[src/rtl/sid_reg_slave.sv]
// sid_reg_slave
//   Register slave for a three-voice SID-style sound generator. A host
//   writes one byte at a time over an asynchronous strobe bus; each
//   accepted write updates one byte-lane of the voice/filter registers.
//
// Ports
//   clk       in   1   system clock, rising edge
//   rst       in   1   asynchronous active-high reset
//   ui_in     in   8   [7] write strobe, [6:5] reserved (00), [4:3] voice, [2:0] addr
//   uio_in    in   8   write data
//   freq      out 48   voice v frequency at [16v+15:16v]
//   pw        out 36   voice v pulse width at [12v+11:12v]
//   ad/sr/ctrl out 24  voice v attack-decay / sustain-release / control at [8v+7:8v]
//   fc        out 11   filter cutoff
//   res_filt  out  8   resonance / filter routing
//   mode_vol  out  8   filter mode / master volume
//   gate_on   out  3   one-cycle pulse when a voice's gate bit goes 0->1
//   wr_pulse  out  1   one-cycle pulse per accepted write, with the update
//   err       out  1   sticky, a malformed write was seen
//
// Bus protocol: the host presents ui_in[6:0] and uio_in at least one clock
// before raising ui_in[7] and keeps them stable until ui_in[7] falls. The
// strobe is synchronised through two flops; a write is taken on the first
// cycle the synchronised strobe is high after having been seen low, and is
// committed on the next rising edge (two edges after the first high sample).
module sid_reg_slave (
  input  logic        clk,
  input  logic        rst,
  input  logic [7:0]  ui_in,
  input  logic [7:0]  uio_in,
  output logic [47:0] freq,
  output logic [35:0] pw,
  output logic [23:0] ad,
  output logic [23:0] sr,
  output logic [23:0] ctrl,
  output logic [10:0] fc,
  output logic [7:0]  res_filt,
  output logic [7:0]  mode_vol,
  output logic [2:0]  gate_on,
  output logic        wr_pulse,
  output logic        err
);

  logic        r_s1, r_s2, r_s2_d;
  logic        r_v1, r_v2;
  logic        r_armed;
  logic [47:0] r_freq;
  logic [35:0] r_pw;
  logic [23:0] r_ad, r_sr, r_ctrl;
  logic [10:0] r_fc;
  logic [7:0]  r_res_filt, r_mode_vol;
  logic [2:0]  r_gate_on;
  logic        r_wr_pulse, r_err;

  logic        w_detect, w_bad;
  logic [1:0]  w_voice;
  logic [2:0]  w_addr;
  logic [7:0]  w_data;
  logic [5:0]  w_fidx, w_pidx;
  logic [4:0]  w_bidx;

  assign w_voice = ui_in[4:3];
  assign w_addr  = ui_in[2:0];
  assign w_data  = uio_in;
  assign w_fidx  = {w_voice, 4'b0000};
  assign w_pidx  = {4'b0000, w_voice} * 6'd12;
  assign w_bidx  = {w_voice, 3'b000};

  // Rising edge of the synchronised strobe, only once a genuine low has
  // been observed since reset.
  assign w_detect = r_s2 & ~r_s2_d & r_armed;

  assign w_bad = (ui_in[6:5] != 2'b00) ||
                 ((w_voice != 2'd3) && (w_addr == 3'd7)) ||
                 ((w_voice == 2'd3) && w_addr[2]);

  // r_v1/r_v2 mark when r_s2 holds a real sample of the pin rather than its
  // reset value. Without them a strobe held high across reset release would
  // look like a fresh low->high edge.
  always_ff @(posedge clk or posedge rst) begin
    if (rst) begin
      r_s1    <= 1'b0;
      r_s2    <= 1'b0;
      r_s2_d  <= 1'b0;
      r_v1    <= 1'b0;
      r_v2    <= 1'b0;
      r_armed <= 1'b0;
    end else begin
      r_s1   <= ui_in[7];
      r_s2   <= r_s1;
      r_s2_d <= r_s2;
      r_v1   <= 1'b1;
      r_v2   <= r_v1;
      if (r_v2 && !r_s2) r_armed <= 1'b1;
    end
  end

  always_ff @(posedge clk or posedge rst) begin
    if (rst) begin
      r_freq     <= '0;
      r_pw       <= '0;
      r_ad       <= '0;
      r_sr       <= '0;
      r_ctrl     <= '0;
      r_fc       <= '0;
      r_res_filt <= '0;
      r_mode_vol <= '0;
      r_gate_on  <= '0;
      r_wr_pulse <= 1'b0;
      r_err      <= 1'b0;
    end else begin
      r_gate_on  <= '0;
      r_wr_pulse <= 1'b0;
      if (w_detect) begin
        if (w_bad) begin
          r_err <= 1'b1;
        end else begin
          r_wr_pulse <= 1'b1;
          if (w_voice == 2'd3) begin
            case (w_addr)
              3'd0:    r_fc[2:0]  <= w_data[2:0];
              3'd1:    r_fc[10:3] <= w_data;
              3'd2:    r_res_filt <= w_data;
              3'd3:    r_mode_vol <= w_data;
              default: ;
            endcase
          end else begin
            case (w_addr)
              3'd0: r_freq[w_fidx +: 8]         <= w_data;
              3'd1: r_freq[w_fidx + 6'd8 +: 8]  <= w_data;
              3'd2: r_pw[w_pidx +: 8]           <= w_data;
              3'd3: r_pw[w_pidx + 6'd8 +: 4]    <= w_data[3:0];
              3'd4: r_ad[w_bidx +: 8]           <= w_data;
              3'd5: r_sr[w_bidx +: 8]           <= w_data;
              3'd6: begin
                r_ctrl[w_bidx +: 8] <= w_data;
                // Gate pulse only on a 0->1 transition of the stored bit.
                if (w_data[0] && !r_ctrl[w_bidx]) r_gate_on[w_voice] <= 1'b1;
              end
              default: ;
            endcase
          end
        end
      end
    end
  end

  assign freq     = r_freq;
  assign pw       = r_pw;
  assign ad       = r_ad;
  assign sr       = r_sr;
  assign ctrl     = r_ctrl;
  assign fc       = r_fc;
  assign res_filt = r_res_filt;
  assign mode_vol = r_mode_vol;
  assign gate_on  = r_gate_on;
  assign wr_pulse = r_wr_pulse;
  assign err      = r_err;

endmodule

[config.mk]
export PLATFORM = sky130hd
export DESIGN_NAME = sid_reg_slave
export DESIGN_NICKNAME = d
export VERILOG_FILES = /design/src/rtl/sid_reg_slave.sv
export SDC_FILE = /design/constraint.sdc
export NUM_CORES = 1
export LEC_CHECK = 0
export CAP_MARGIN = 20
export CORE_UTILIZATION = 50
export DETAILED_ROUTE_END_ITERATION = 16
export PLACE_DENSITY_LB_ADDON = 0.3
export SYNTH_ARGS = -nofsm -noshare
export SYNTH_HDL_FRONTEND = slang
export SYNTH_SLANG_ARGS = --single-unit
[constraint.sdc]
create_clock -name clk -period 8.19 [get_ports clk]
set_input_delay 1.638 -clock clk [delete_from_list [all_inputs] [get_ports clk]]
set_output_delay 1.638 -clock clk [all_outputs]
set_load 0.02 [all_outputs]
==> impl_results.md <==
* Vert. Die Dim at 131.3 um
* Port Buffer Count at 205
* HPWL after detailed placement at 16.20 mm
* Routed wl met3 at 1.646 mm
* Residual DRC at 0
* Synthesized cell area at 0.008362 mm^2
* Top-area cell type share of the netlist area at 0.5806
* Multi-input logic area at 0.003297 mm^2
* Core outline area at 0.01612 mm^2
* Sequential cell area at 0.004855 mm^2
* Final Worst Setup Slack at 2.993 ns
* Critical Path Sink Type: register
* Internal at 1505 uW
* CTS sink cnt at 194
* Setup violations, final at 0
* Total number of vias at 6114
* Synth area leaders: dfrtp_1 58%, mux2_2 19%, nand2_1 2.1%, o21ai_0 1.7%, o41ai_1 1.7%
* Longest Clk Path Bufs at 2
* Pre-CTS setup slack at 2.672 ns
* Initial DRC Count at 465
* Worst Tran Pin Value at 1.026 ns
* Comb pwr share at 0.080
* Critical path buffers and inverters at 2
* Synth-to-Final Area Change at 33.43%
* GPL Wtd Cong at 0.8758
* Share of cells above drive strength 1 at 0.2345
* Sw frac at 0.2350
* Count of flip-flops with a built-in enable after synthesis at 0
* Hold endpoint: r_v2$_DFF_PP0_
* Htree depth at 4
* Clk slew on worst S/H paths at 0.06 ns
* Synth Area in Compound Gates at 0.07616
* Worst endpoint required time at 8.51 ns
* Max Slew Vio Count at 0
* Top sig layer: met4
* Drt pass-1 iters at 5
* Final net count at 871
* CP startpoint: ui_in[4]
* Largest family of logic cells by synthesized area: multiplexers
* Crit-path leading delay family: buffers and inverters
* Worst min path class: register to register
* Switching Power at 462.3 uW
* Met2 wire length at 11.21 mm
* Share of the yosys chip area belonging to registers at 0.5806
* CTS tree: yes
* IO Count at 206
* Number of fill cells at 1172
* Syn avg cell area at 12.88 um^2
* Commonest register cell after synthesis: dfrtp_1
* Later-pin clock latency in the skew report at 0.43 ns
* RSZ-0062 raised after global routing: false
* Post-route antenna net violation count at 0
* Total GRT Usage at 0.2733
* Post-synthesis cell count at 649
* Metal-1 WL at 9.408 mm
* Vias in the first global route at 6311
* Area leader, netlist: dfrtp_1
* Total CTS buffers at 17
* Clock skew at 0.006000 ns
* CTS hold repair buffers at 0
* Max-slew headroom at 0.3159
* Slowest CP cell: clkdlybuf4s50_1
* Post-synthesis mux area share at 0.2095
* RR Startpoint: r_s2_d$_DFF_PP0_
* Worst Setup Start Kind: input port
* RR Endpoint: sr[9]$_DFFE_PP0P_
* Worst Reg-to-Reg Cells at 4
* Clock power frac at 0.421
* Die area at 0.01724 mm^2
* Final Hold Fails at 0
* Yosys reg bits at 194
* DR vias/cell at 5.698
* CP max FO at 20
* Simple-gate share of the synthesized area at 0.09367
* Pin count of the biggest net entering global routing at 122
* Post-CTS Setup Inserts at 0
* Synth cell types at 53
* Post-Syn Nets at 675
* Outcome: complete, no violations
* Fmax at 192.4 MHz
* CP arrival at 5.51 ns
* Hold depth at 0
* Final worst-path cycle share at 0.6345
* XOR/XNOR Fraction of Synth Area at 0.001047
* First-pass GRT wire length at 36.23 mm
* Fin crit period at 5.197 ns
* Setup TNS at 0 ns
* Max stage delay on crit path at 1.01 ns
* Reg-to-reg setup timing slack at 5.55 ns
* DIE WIDTH at 131.3 um
* VDD IR max at 0.1456 mV
* Ys Warns at 0
* Initial antenna violation count at 0
* PwrDens at 176.3 mW/mm^2
* Initial Util at 0.5189
* Post-synthesis adder-cell area fraction at 0.01197
* Max-capacitance violation count at 0
* Hold path startpoint: r_v1$_DFF_PP0_
* Routed length per placed instance at 21.24 um
* Final WL at 22.79 mm
* Worst path cell trace: clkdlybuf4s50_1, clkinv_1, ha_1, nand2b_1, a211o_1, a21oi_2, mux2_2
* Pleak at 0.005010 uW
* Kind of critical path: input port to register
* Root Buffer: clkbuf_16
* Remaining global-route overflow at 0
* Rows at 46
* Ant. Diodes at 0
* Register share of total power at 0.499
* Synth async-reset ratio at 1.000
* Post-CTS sizing at 0
## per-layer routing
metal	up-vias	track usage
met2	237	0.4539
met4	0	0.09755
met5	-	0
met3	46	0.06559
met1	3118	0.3494
li1	2713	-
## flip-flops by register name, indices dropped and copies added (netlist names), 3 cells and up
| register | cells |
|---|---|
| freq | 48 |
| pw | 36 |
| ad | 24 |
| ctrl | 24 |
| sr | 24 |
| fc | 11 |
| mode_vol | 8 |
| res_filt | 8 |
| gate_on | 3 |
## power groups by stage
stage / Combinational (uW) / Sequential (uW) / Clock, uW
finish: 158 / 981 / 829
global route: 170 / 982 / 876
CTS: 157 / 981 / 836
detailed placement: 156 / 999 / 0
global placement: 152 / 998 / 0
floorplan: 73.8 / 1010 / 0
## worst max path at each step
stage | cells past startpoint | endpoint | slack (ns)
finish | 7 | pw[23]$_DFFE_PP0P_ | 2.99
global route | 7 | pw[23]$_DFFE_PP0P_ | 2.81
CTS | 7 | pw[23]$_DFFE_PP0P_ | 3.10
detailed placement | 7 | pw[23]$_DFFE_PP0P_ | 2.67
global placement | 7 | pw[21]$_DFFE_PP0P_ | 2.90
floorplan | 1 | ad[0]$_DFFE_PP0P_ | 1.27
## Yosys cell counts (10+ instances only)
master    instances
o21ai_0          29
nand2_1          47
nor2_1           33
nor3_1           10
mux2i_1          13
nor2_2           10
clkbuf_1         13
inv_1            18
dfrtp_1         194
mux2_2          142
o31ai_1          12
o41ai_1          16
## final cells by class
cell class / instances / area share
flip-flops and latches: 194 / 0.4351
multi-input cells: 406 / 0.2955
repair buffers: 207 / 0.1853
clock buffers: 23 / 0.04374
well taps: 216 / 0.02422
clock inverters: 8 / 0.009084
inverters: 19 / 0.007065
## worst register-to-register path: stages, from the launching register on
cell and delay (ns):
dfrtp_1 0.35, and3b_1 0.44, o2111ai_2 0.60, nor2_2 0.71
mux2_2 0.42
## placed cells by master, fill, tap and decap left out, types with 3 or more instances in the layout
cell,instances
nand4_1,3
nor2_2,10
and3b_1,3
a21oi_2,4
dfrtp_1,194
o21ai_0,29
nand3_1,6
ha_1,8
clkbuf_8,4
a22o_1,4
nor2_1,33
or3_1,4
nor3_1,10
o31ai_1,12
clkinvlp_4,3
nor4_1,8
clkdlybuf4s50_1,205
mux2_2,142
nor2b_1,3
mux2i_1,13
nand2b_1,5
o41ai_1,16
a21oi_1,5
nand3b_1,4
clkbuf_16,17
nand2_1,47
nor2_4,4
inv_1,17
## cell families (layout without fill, tap and decap cells)
kind of cell,count (synthesis),count (layout)
xor gates and xnor gates,1,1
other,1,1
and+or+nand+nor,150,150
AOI/OAI and AO/OA,89,89
adders and majority gates,8,8
DFF,194,194
buffers and inverters,49,257
muxes,157,157
## per-stage QoR
step | instances | util | hold WS (ns) | power, uW | instance area [um^2]
2_1_floorplan | 649 | - | 0.3312 | 1088 | 8362
3_3_place_gp | 1042 | 0.6557 | 0.3361 | 1149 | 10570
3_5_place_dp | 1042 | 0.6557 | 0.3412 | 1155 | 10570
4_1_cts | 1073 | 0.6923 | 0.3554 | 1974 | 11160
5_1_grt | 1073 | 0.6923 | 0.3602 | 2027 | 11160
6_report | 1073 | 0.6923 | 0.3519 | 1967 | 11160
No activity file was read; power rests on OpenSTA's default activity.
